`config.mk`:
```
export PLATFORM = sky130hd
export DESIGN_NAME = div_exec_unit_flat
export DESIGN_NICKNAME = d
export VERILOG_FILES = /design/src/rtl/div_exec_unit_pkg.sv /design/src/rtl/div_exec_unit_if.sv /design/src/rtl/div_exec_unit_div_step.sv /design/src/rtl/div_exec_unit.sv /design/src/flat_wrapper.sv
export SDC_FILE = /design/constraint.sdc
export NUM_CORES = 1
export LEC_CHECK = 0
export BUFFER_PORTS_ARGS = -buffer_cell sky130_fd_sc_hd__buf_2
export CORE_ASPECT_RATIO = 0.7
export CORE_MARGIN = 2
export CORE_UTILIZATION = 60
export DETAILED_ROUTE_END_ITERATION = 6
export PLACE_DENSITY = 0.89
export SYNTH_ARGS = -nofsm -noshare
export SYNTH_HDL_FRONTEND = slang
export SYNTH_SLANG_ARGS = --single-unit
```
`constraint.sdc`:
```
create_clock -name clk -period 4.3 [get_ports clk]
set_input_delay 0.43 -clock clk [delete_from_list [all_inputs] [get_ports clk]]
set_output_delay 0.43 -clock clk [all_outputs]
set_load 0.01 [all_outputs]
```
`src/rtl/div_exec_unit_pkg.sv`:
```
// rtl/div_exec_unit_pkg.sv - shared types and constants for the divide execution unit
package div_exec_unit_pkg;

   localparam int DIV_DATA_WIDTH = 32;
   localparam int DIV_TAG_WIDTH  = 6;
   localparam int DIV_LATENCY    = DIV_DATA_WIDTH + 2;

   localparam logic [2:0] F3_DIV  = 3'b100;
   localparam logic [2:0] F3_DIVU = 3'b101;
   localparam logic [2:0] F3_REM  = 3'b110;
   localparam logic [2:0] F3_REMU = 3'b111;

   typedef struct packed {
      logic [DIV_TAG_WIDTH-1:0]  cdb_tag;
      logic [DIV_DATA_WIDTH-1:0] cdb_data;
      logic                      cdb_valid;
      logic                      cdb_branch;
      logic                      cdb_branch_taken;
   } cdb_bus;

   typedef enum logic [1:0] {
      IDLE,
      LOAD,
      ITER,
      DONE
   } div_state_t;

endpackage

```
`src/rtl/div_exec_unit_if.sv`:
```
// rtl/div_exec_unit_if.sv - issue/CDB signal bundle between issue_unit and the divider
interface div_exec_unit_if;
   import div_exec_unit_pkg::*;

   logic                      issue_div;
   logic [DIV_DATA_WIDTH-1:0] rs_data;
   logic [DIV_DATA_WIDTH-1:0] rt_data;
   logic [DIV_TAG_WIDTH-1:0]  rd_tag;
   logic [2:0]                funct3;
   logic                      div_exec_ready;
   cdb_bus                    cdb_div;

   modport master (
      output issue_div, rs_data, rt_data, rd_tag, funct3,
      input  div_exec_ready, cdb_div
   );

   modport slave (
      input  issue_div, rs_data, rt_data, rd_tag, funct3,
      output div_exec_ready, cdb_div
   );

endinterface

```
`src/rtl/div_exec_unit_div_step.sv`:
```
// rtl/div_exec_unit_div_step.sv - one combinational restoring-division iteration
module div_step
   import div_exec_unit_pkg::*;
#(
   parameter int DATA_WIDTH = DIV_DATA_WIDTH
) (
   input  logic [DATA_WIDTH-1:0] rem_i,
   input  logic [DATA_WIDTH-1:0] quo_i,
   input  logic [DATA_WIDTH-1:0] divisor_i,
   output logic [DATA_WIDTH-1:0] rem_o,
   output logic [DATA_WIDTH-1:0] quo_o
);

   logic [DATA_WIDTH:0] rem_sh;
   logic [DATA_WIDTH:0] diff;

   // rem < divisor always holds, so the shifted value fits in DATA_WIDTH+1 bits
   assign rem_sh = {rem_i, quo_i[DATA_WIDTH-1]};
   assign diff   = rem_sh - {1'b0, divisor_i};

   always_comb begin
      rem_o = rem_sh[DATA_WIDTH-1:0];
      quo_o = {quo_i[DATA_WIDTH-2:0], 1'b0};
      if (!diff[DATA_WIDTH]) begin
         rem_o = diff[DATA_WIDTH-1:0];
         quo_o = {quo_i[DATA_WIDTH-2:0], 1'b1};
      end
   end

endmodule

```
`src/rtl/div_exec_unit.sv`:
```
// rtl/div_exec_unit.sv - fixed-latency radix-2 divider returning results on the CDB
// Optional DIV_FLUSH_EN adds a flush input that aborts the in-flight operation.
module div_exec_unit
   import div_exec_unit_pkg::*;
#(
   parameter int DATA_WIDTH = DIV_DATA_WIDTH,
   parameter int TAG_WIDTH  = DIV_TAG_WIDTH
) (
   input  logic           clk,
   input  logic           rst,
`ifdef DIV_FLUSH_EN
   input  logic           flush,
`endif
   div_exec_unit_if.slave div_if
);

   localparam int CNT_W = $clog2(DATA_WIDTH + 1);

   div_state_t            state_q, state_d;
   logic [CNT_W-1:0]      cnt_q, cnt_d;
   logic [DATA_WIDTH-1:0] rem_q, rem_d;
   logic [DATA_WIDTH-1:0] quo_q, quo_d;
   logic [DATA_WIDTH-1:0] dvs_q, dvs_d;
   logic [TAG_WIDTH-1:0]  tag_q, tag_d;
   logic [1:0]            f3_q, f3_d;
   logic                  q_neg_q, q_neg_d;
   logic                  r_neg_q, r_neg_d;
   logic [DATA_WIDTH-1:0] cdb_data_q, cdb_data_d;
   logic [TAG_WIDTH-1:0]  cdb_tag_q, cdb_tag_d;

   logic                  flush_w;
   logic                  cdb_valid_w;
   logic                  sgn, rs_neg, rt_neg, div_zero;
   logic [DATA_WIDTH-1:0] step_rem, step_quo;
   logic [DATA_WIDTH-1:0] quo_fix, rem_fix, result_w;

`ifdef DIV_FLUSH_EN
   assign flush_w = flush;
`else
   assign flush_w = 1'b0;
`endif

   // In LOAD quo_q/dvs_q still hold the raw operands captured in IDLE
   assign sgn      = ~f3_q[0];
   assign rs_neg   = sgn & quo_q[DATA_WIDTH-1];
   assign rt_neg   = sgn & dvs_q[DATA_WIDTH-1];
   assign div_zero = (dvs_q == '0);

   assign quo_fix  = q_neg_q ? -quo_q : quo_q;
   assign rem_fix  = r_neg_q ? -rem_q : rem_q;
   assign result_w = f3_q[1] ? rem_fix : quo_fix;

   div_step #(.DATA_WIDTH(DATA_WIDTH)) u_step (
      .rem_i     (rem_q),
      .quo_i     (quo_q),
      .divisor_i (dvs_q),
      .rem_o     (step_rem),
      .quo_o     (step_quo)
   );

   always_comb begin
      state_d     = state_q;
      cnt_d       = cnt_q;
      rem_d       = rem_q;
      quo_d       = quo_q;
      dvs_d       = dvs_q;
      tag_d       = tag_q;
      f3_d        = f3_q;
      q_neg_d     = q_neg_q;
      r_neg_d     = r_neg_q;
      cdb_data_d  = cdb_data_q;
      cdb_tag_d   = cdb_tag_q;
      cdb_valid_w = 1'b0;
      case (state_q)
         IDLE: begin
            if (div_if.issue_div) begin
               quo_d   = div_if.rs_data;
               dvs_d   = div_if.rt_data;
               tag_d   = div_if.rd_tag;
               f3_d    = div_if.funct3[1:0];
               state_d = LOAD;
            end
         end
         LOAD: begin
            quo_d   = rs_neg ? -quo_q : quo_q;
            dvs_d   = rt_neg ? -dvs_q : dvs_q;
            // Divide-by-zero must return all ones even for a negative dividend
            q_neg_d = (rs_neg ^ rt_neg) & ~div_zero;
            r_neg_d = rs_neg;
            rem_d   = '0;
            cnt_d   = CNT_W'(DATA_WIDTH);
            state_d = ITER;
         end
         ITER: begin
            rem_d = step_rem;
            quo_d = step_quo;
            cnt_d = cnt_q - 1'b1;
            if (cnt_q == CNT_W'(1)) begin
               state_d = DONE;
            end
         end
         DONE: begin
            cdb_valid_w = 1'b1;
            cdb_data_d  = result_w;
            cdb_tag_d   = tag_q;
            state_d     = IDLE;
         end
         default: state_d = IDLE;
      endcase
      if (flush_w) begin
         state_d     = IDLE;
         cdb_valid_w = 1'b0;
         cdb_data_d  = cdb_data_q;
         cdb_tag_d   = cdb_tag_q;
      end
   end

   always_ff @(posedge clk) begin
      if (rst) begin
         state_q    <= IDLE;
         cnt_q      <= '0;
         rem_q      <= '0;
         quo_q      <= '0;
         dvs_q      <= '0;
         tag_q      <= '0;
         f3_q       <= '0;
         q_neg_q    <= 1'b0;
         r_neg_q    <= 1'b0;
         cdb_data_q <= '0;
         cdb_tag_q  <= '0;
      end else begin
         state_q    <= state_d;
         cnt_q      <= cnt_d;
         rem_q      <= rem_d;
         quo_q      <= quo_d;
         dvs_q      <= dvs_d;
         tag_q      <= tag_d;
         f3_q       <= f3_d;
         q_neg_q    <= q_neg_d;
         r_neg_q    <= r_neg_d;
         cdb_data_q <= cdb_data_d;
         cdb_tag_q  <= cdb_tag_d;
      end
   end

   assign div_if.div_exec_ready            = (state_q == IDLE);
   assign div_if.cdb_div.cdb_valid         = cdb_valid_w;
   assign div_if.cdb_div.cdb_data          = cdb_valid_w ? result_w : cdb_data_q;
   assign div_if.cdb_div.cdb_tag           = cdb_valid_w ? tag_q : cdb_tag_q;
   assign div_if.cdb_div.cdb_branch        = 1'b0;
   assign div_if.cdb_div.cdb_branch_taken  = 1'b0;

`ifndef SYNTHESIS
   always @(posedge clk) begin
      assert (rst || !(div_if.issue_div && state_q != IDLE))
         else $warning("div_exec_unit: issue_div while busy, request ignored");
   end
`endif

endmodule
```
`src/flat_wrapper.sv`:
```
// flat-port wrapper written by rule: the top's interface ports become plain ports
module div_exec_unit_flat import div_exec_unit_pkg::*;
#(
   parameter int DATA_WIDTH = DIV_DATA_WIDTH,
   parameter int TAG_WIDTH  = DIV_TAG_WIDTH
)
  (clk, rst, div_if_issue_div, div_if_rs_data, div_if_rt_data, div_if_rd_tag, div_if_funct3, div_if_div_exec_ready, div_if_cdb_div);
  div_exec_unit_if div_if_i ();
  input  logic clk;
  input  logic rst;
  input wire logic [$bits(div_if_i.issue_div)-1:0] div_if_issue_div;
  input wire logic [$bits(div_if_i.rs_data)-1:0] div_if_rs_data;
  input wire logic [$bits(div_if_i.rt_data)-1:0] div_if_rt_data;
  input wire logic [$bits(div_if_i.rd_tag)-1:0] div_if_rd_tag;
  input wire logic [$bits(div_if_i.funct3)-1:0] div_if_funct3;
  output wire logic [$bits(div_if_i.div_exec_ready)-1:0] div_if_div_exec_ready;
  output wire logic [$bits(div_if_i.cdb_div)-1:0] div_if_cdb_div;
  assign div_if_i.issue_div = div_if_issue_div;
  assign div_if_i.rs_data = div_if_rs_data;
  assign div_if_i.rt_data = div_if_rt_data;
  assign div_if_i.rd_tag = div_if_rd_tag;
  assign div_if_i.funct3 = div_if_funct3;
  assign div_if_div_exec_ready = div_if_i.div_exec_ready;
  assign div_if_cdb_div = div_if_i.cdb_div;
  div_exec_unit #(.DATA_WIDTH(DATA_WIDTH), .TAG_WIDTH(TAG_WIDTH)) u_core (.clk(clk), .rst(rst), .div_if(div_if_i));
endmodule
```
After elaboration in Yosys (flattened, before gate mapping)
Cells that the tools add are included.
{"block": "classes", "eq_ne": 8, "addsub": 5, "bitwise_logic": 6, "reduce_logical": 9, "muxes": 19}
{"op": "2-to-1 mux 32 bit", "n": 9}
{"op": "case mux 32 bit (2 select lines)", "n": 2}
{"op": "negator 32 bit", "n": 3}
{"op": "case mux 32 bit (3 select lines)", "n": 1}
{"op": "subtractor 33 x 32 -> 33 bit", "n": 1}
{"op": "logical NOT 32 bit", "n": 1}
{"op": "case mux 6 bit (2 select lines)", "n": 1}
{"op": "case mux 2 bit (4 select lines)", "n": 1}
{"op": "equality test 6 x 1 -> 1 bit, second input constant", "n": 1}
{"op": "2-to-1 mux 6 bit", "n": 1}
{"op": "inequality test 2 x 1 -> 1 bit, second input constant", "n": 3}
{"op": "AND reduction 3 bit", "n": 2}
{"op": "subtractor 6 x 1 -> 6 bit, second input constant", "n": 1}
{"op": "equality test 2 bit, second input constant", "n": 2}
{"op": "2-to-1 mux 2 bit", "n": 2}
{"op": "AND reduction 2 bit", "n": 2}
{"op": "nonzero test 2 bit", "n": 2}
{"op": "bitwise AND 1 bit", "n": 3}
{"op": "nonzero test 3 bit", "n": 1}
{"op": "equality test 2 x 1 -> 1 bit, second input constant", "n": 1}
{"op": "logical NOT 2 bit", "n": 1}
{"op": "2-to-1 mux 1 bit", "n": 2}
{"op": "inequality test 2 bit, second input constant", "n": 1}
{"op": "NOT 1 bit", "n": 2}
{"op": "bitwise XOR 1 bit", "n": 1}
{"block": "totals", "wordCells": 58, "output_inout_bits": 42, "input_bits": 76, "register_bits": 152}

Logic depth before layout (Yosys ltp)
{"block": "depth", "depth_word": 4, "ltp_mapped": 14, "ltp_nobuf": 13}

By module
From an unflattened synthesis, not the netlist that was laid out.
{"block": "unflattened", "hier_cells": 1525, "hier_area_um2": 11885.1}
{"module": "div_exec_unit", "instances": 1, "cells_each": 1189, "area_per_inst_um2": 9293.9, "seq_area_each_um2": 3042.9}
{"module": "div_step", "instances": 1, "cells_each": 336, "area_per_inst_um2": 2591.2, "seq_area_each_um2": 0.0}

Worst setup path after synthesis
OpenSTA, ideal clock, no wires.
{"block": "synth_timing", "path_kind": "flip-flop to output port", "startpoint": "register u_core.quo_q[0]", "endpoint": "output port div_if_cdb_div[33]", "path_stages_with_launch": 13, "t_required_ns": 3.870, "path_buffers": 0, "setup_slack_ns": 0.891, "t_arrival_ns": 2.979, "path_cell_list": "dfxtp_1 inv_1 ha_1 or3b_2 nor3_1 nand3_2 or4_1 or3_1 nand2_1 xor2_1 nor2_1 a21oi_1 a21oi_1"}
{"block": "synth_between", "elab_chain_cells": 4}
{"item": "start, declared", "line_no": "div_exec_unit.sv:22", "text": "logic [DATA_WIDTH-1:0] quo_q, quo_d;"}
{"item": "start signal, assigned", "line_no": "div_exec_unit.sv:135", "text": "quo_q <= quo_d;"}
{"item": "negator 32 bit", "line_no": "div_exec_unit.sv:49", "text": "assign quo_fix = q_neg_q ? -quo_q : quo_q;"}
{"item": "2-to-1 mux 32 bit", "line_no": "div_exec_unit.sv:49"}
{"item": "2-to-1 mux 32 bit", "line_no": "div_exec_unit.sv:51", "text": "assign result_w = f3_q[1] ? rem_fix : quo_fix;"}
{"item": "2-to-1 mux 32 bit", "line_no": "div_exec_unit.sv:148", "text": "assign div_if.cdb_div.cdb_data = cdb_valid_w ? result_w : cdb_data_q;"}
{"item": "end, declared", "line_no": "flat_wrapper.sv:17", "text": "output wire logic [$bits(div_if_i.cdb_div)-1:0] div_if_cdb_div;"}
No other way between the ends.

Final worst setup path
{"block": "layout_timing", "startpoint": "register u_core.quo_q[9]", "endpoint": "output port div_if_cdb_div[34]"}
Same word-level chain as after synthesis.

==> results.py <==
metrics = {
    "run_status": {
        "status": "complete, no violations",
    },
    "drt": {
        "vias": 11200,
        "drt-wirelength-per-cell_um": 17.2,
        "dr.pass1.iters": 7,
        "ant_nets": 0,
        "vias_per_cell": 6.38,
        "drc": 0,
        "routed_wl_um": 30300,
        "drtIter0Drc": 1350,
    },
    "grt": {
        "grt_pass1_wl_um": 49300,
        "grt_usage": 0.314,
        "grt_max_degree": 86,
        "grt_pass1_vias": 10400,
        "antenna_found_initial": 0,
        "grt.overflow.total": 0,
    },
    "cells_and_area": {
        "antenna_cells": 0,
        "fill_cells": 1447,
        "area_delta_synth_final_pct": 11.7,
        "nets": 1629,
        "seq_area_um2": 3040,
        "multi_input_area_um2": 7180,
        "drive_above_1_share": 0.150,
    },
    "power": {
        "p_int_mw": 4.43,
        "leakagePower_nw": 5.12,
        "peakVddDrop_uv": 446,
        "combPwrFrac": 0.555,
        "p_switching_mw": 4.21,
        "power_density_nw_per_um2": 716,
        "p_seq_frac": 0.268,
        "switching_share": 0.487,
        "clockPowerShare": 0.177,
    },
    "setup_path": {
        "crit_buf_inv": 2,
        "path_max_fanout": 10,
        "r2r_slack_ns": 0.25,
        "crit_type": "reg2out",
        "cp.required_ns": 3.87,
        "r2r_start": "u_core.dvs_q[2]",
        "critPathCapture": "div_if_cdb_div[34]",
        "ff2ff_path_depth": 13,
        "r2r_end": "u_core.rem_q[12]",
        "cp.arrival_ns": 3.69,
        "cp-end-kind": "primary output",
        "crit_start": "u_core.quo_q[9]",
        "path_delay_family": "simple AND/OR/NAND/NOR gates",
        "crit_slowest_cell": "or4_4",
        "crit_chain": "or4_4 > nor4_4 > buf_4 > nand4_1 > or3_1 > or3_4 > nand2_1 > xnor2_1 > o221ai_2 > buf_2",
        "cp-start-kind": "flop",
        "max_stage_delay_ns": 0.61,
        "cp_num_cells": 10,
    },
    "yosys": {
        "synth_edf_count": 0,
        "ys_types": 72,
        "synth_seq_cells": 152,
        "ys_warn_count": 0,
        "syn_area_um2": 10800,
        "synth-main-ff-cell": "dfxtp_1",
        "synthCells": 1461,
        "ys_seq_area_frac": 0.281,
        "avgSynthCellArea_um2": 7.40,
        "synth-async-reset-ratio": 0,
    },
    "timing": {
        "slew_headroom": 0.132,
        "final_hold_viol_count": 0,
        "max_freq_mhz": 243,
        "fin_tns_setup_ns": 0,
        "setup_viol": 0,
        "fin_ws_ns": 0.178,
        "whs_ns": 0.234,
        "finalCritPeriodShare": 0.959,
        "drv_slew": 0,
        "period_minus_slack_ns": 4.12,
        "worst_pin_slew_ns": 1.30,
        "finClkSkew_ns": 0.00670,
        "grt_setup_unrepaired": "no",
    },
    "clocking": {
        "cts_root_buffer": "clkbuf_16",
        "clkLatencyLatePin_ns": 0.44,
        "clk_pin_slew_ns": 0.06,
        "cts_setup_buffers": 0,
        "cts_buffer_depth": 2,
        "cts_buffers": 17,
        "clkSinkCount": 152,
        "htreeDepth": 4,
        "cts_tree": "built",
    },
    "die": {
        "die_area_um2": 19100,
        "initial_core_util": 0.606,
        "die_y_um": 116,
        "die_x_um": 164,
        "io_pins": 118,
        "core_area_um2": 17900,
        "core.rowCount": 41,
    },
    "job": {
        "maxCapViolations": 0,
    },
    "place": {
        "place.gp.congestion": 0.935,
        "dp_hpwl_um": 20300,
        "pre_cts_ws_ns": 0.468,
        "portBuffers": 114,
    },
    "hold_path": {
        "hold_path_class": "in2reg",
    },
}
==> power groups by stage <==
| stage | combinational (mW) | sequential (mW) | clock, mW |
|---|---|---|---|
| 2_1_floorplan | 3.74 | 2.06 | 0 |
| 3_3_place_gp | 4.45 | 2.28 | 0 |
| 3_5_place_dp | 4.59 | 2.31 | 0 |
| 4_1_cts | 4.67 | 2.29 | 1.53 |
| 6_report | 4.79 | 2.32 | 1.53 |
| 5_1_grt | 5.28 | 2.37 | 1.60 |
==> state kept, by name, summed over array words and instances (netlist names) <==
register and flops:
u_core.cdb_data_q 32, u_core.dvs_q 32, u_core.quo_q 32, u_core.rem_q 32, u_core.cdb_tag_q 6, u_core.cnt_q 6, u_core.tag_q 6, u_core.f3_q 2
u_core.state_q 2, u_core.q_neg_q 1, u_core.r_neg_q 1
==> cells in the final DEF (no fill, tap or decap), types with 12 or more instances in the layout <==
master / instances
ha_1: 39
and3_1: 22
a2111oi_0: 17
dfxtp_1: 151
a221o_1: 15
or3_1: 12
nand2_1: 166
nor4_1: 18
xnor2_1: 51
buf_2: 113
a21o_1: 14
clkbuf_16: 17
nand2b_1: 14
xor2_1: 41
o21ai_0: 104
inv_1: 63
mux2_2: 32
nor2b_1: 41
a21oi_1: 81
a22oi_1: 33
o31ai_1: 18
nor2_1: 127
nand3_1: 120
nor3_1: 23
buf_4: 22
==> through the flow <==
step                      std cells  power [mW]  area [µm²]   util
final                          1760        8.64       12100  0.677
after global routing           1760        9.26       12100  0.677
after CTS                      1760        8.49       12100  0.676
after detailed placement       1728        6.90       11500  0.643
after global placement         1728        6.72       11500  0.643
after floorplan                1462        5.80       10800      -
==> cell usage after synthesis (8+ instances only) <==
cell / number / area (µm²)
o21bai_1: 8 / 60.1
and3_1: 22 / 138
a21o_1: 14 / 105
dfxtp_1: 152 / 3040
o21ai_0: 104 / 521
nor3b_1: 10 / 75.1
nand2b_1: 14 / 87.6
mux2_2: 32 / 360
a2111oi_0: 17 / 149
o211ai_1: 8 / 60.1
nand2_1: 166 / 623
o31ai_1: 18 / 135
nor2b_1: 41 / 257
nor3_1: 24 / 120
a21oi_1: 83 / 415
xnor2_1: 52 / 455
nor4_1: 18 / 113
inv_1: 63 / 236
nor2_1: 128 / 480
o311ai_0: 11 / 96.3
mux2i_1: 10 / 100
nand3_1: 120 / 601
a221o_1: 15 / 150
o41ai_1: 8 / 70.1
clkbuf_1: 91 / 342
or3_1: 12 / 75.1
or4_1: 11 / 82.6
ha_1: 41 / 513
xor2_1: 42 / 368
a22oi_1: 33 / 248
==> what timing repair did <==
item / in CTS / in global routing
hold buffers: 0 / 0
hold endpoints to repair: 0 / 0
endpoints found under the setup margin: 0 / 1
gates resized for setup: 0 / 4
==> cell families (layout without fill, tap and decap cells) <==
family | Yosys count | count (layout) | synth area share
compound gates | 367 | 367 | 0.222
xor+xnor | 94 | 94 | 0.0761
fa+ha+maj | 42 | 42 | 0.0493
buf+inv | 168 | 230 | 0.0604
flops | 152 | 152 | 0.281
mux | 43 | 43 | 0.0440
other cells | 1 | 2 | 0.000347
simple gates | 594 | 594 | 0.267
==> worst min path at each step <==
stage,start,to,slack (ns),cells after the start
3_3_place_gp,u_core.tag_q[2],u_core.tag_q[2],0.44,2
5_1_grt,div_if_rt_data[31],u_core.dvs_q[31],0.26,3
3_5_place_dp,u_core.tag_q[1],u_core.tag_q[1],0.45,2
2_1_floorplan,u_core.tag_q[0],u_core.tag_q[0],0.43,2
6_report,div_if_rt_data[31],u_core.dvs_q[31],0.23,3
4_1_cts,div_if_rt_data[31],u_core.dvs_q[31],0.24,3
==> worst register-to-register path: cells and delay by family, from the launching register on <==
kind | cells | cell delay (ns)
simple gates | 4 | 0.52
buf+inv | 2 | 0.42
compound gates | 5 | 1.29
flops | 1 | 0.40
xor+xnor | 1 | 1.00
fa+ha+maj | 1 | 0.35
==> metal layers <==
| metal | vias to the layer above | track usage | part of all wire |
|---|---|---|---|
| met2 | 542 | 0.509 | 0.46 |
| met1 | 5282 | 0.418 | 0.43 |
| li1 | 5304 | - | - |
| met4 | 0 | 0.125 | 0.030 |
| met3 | 105 | 0.0575 | 0.076 |
| met5 | - | 0 | 0 |
==> final cells by class <==
type / count / area share
clock buffers: 20 / 0.0370
well taps: 236 / 0.0244
multi-input cells: 1142 / 0.595
inverters: 63 / 0.0196
flip-flops and latches: 152 / 0.252
clock inverters: 12 / 0.0119
repair buffers: 135 / 0.0605
(Power assumes the default switching activity.)
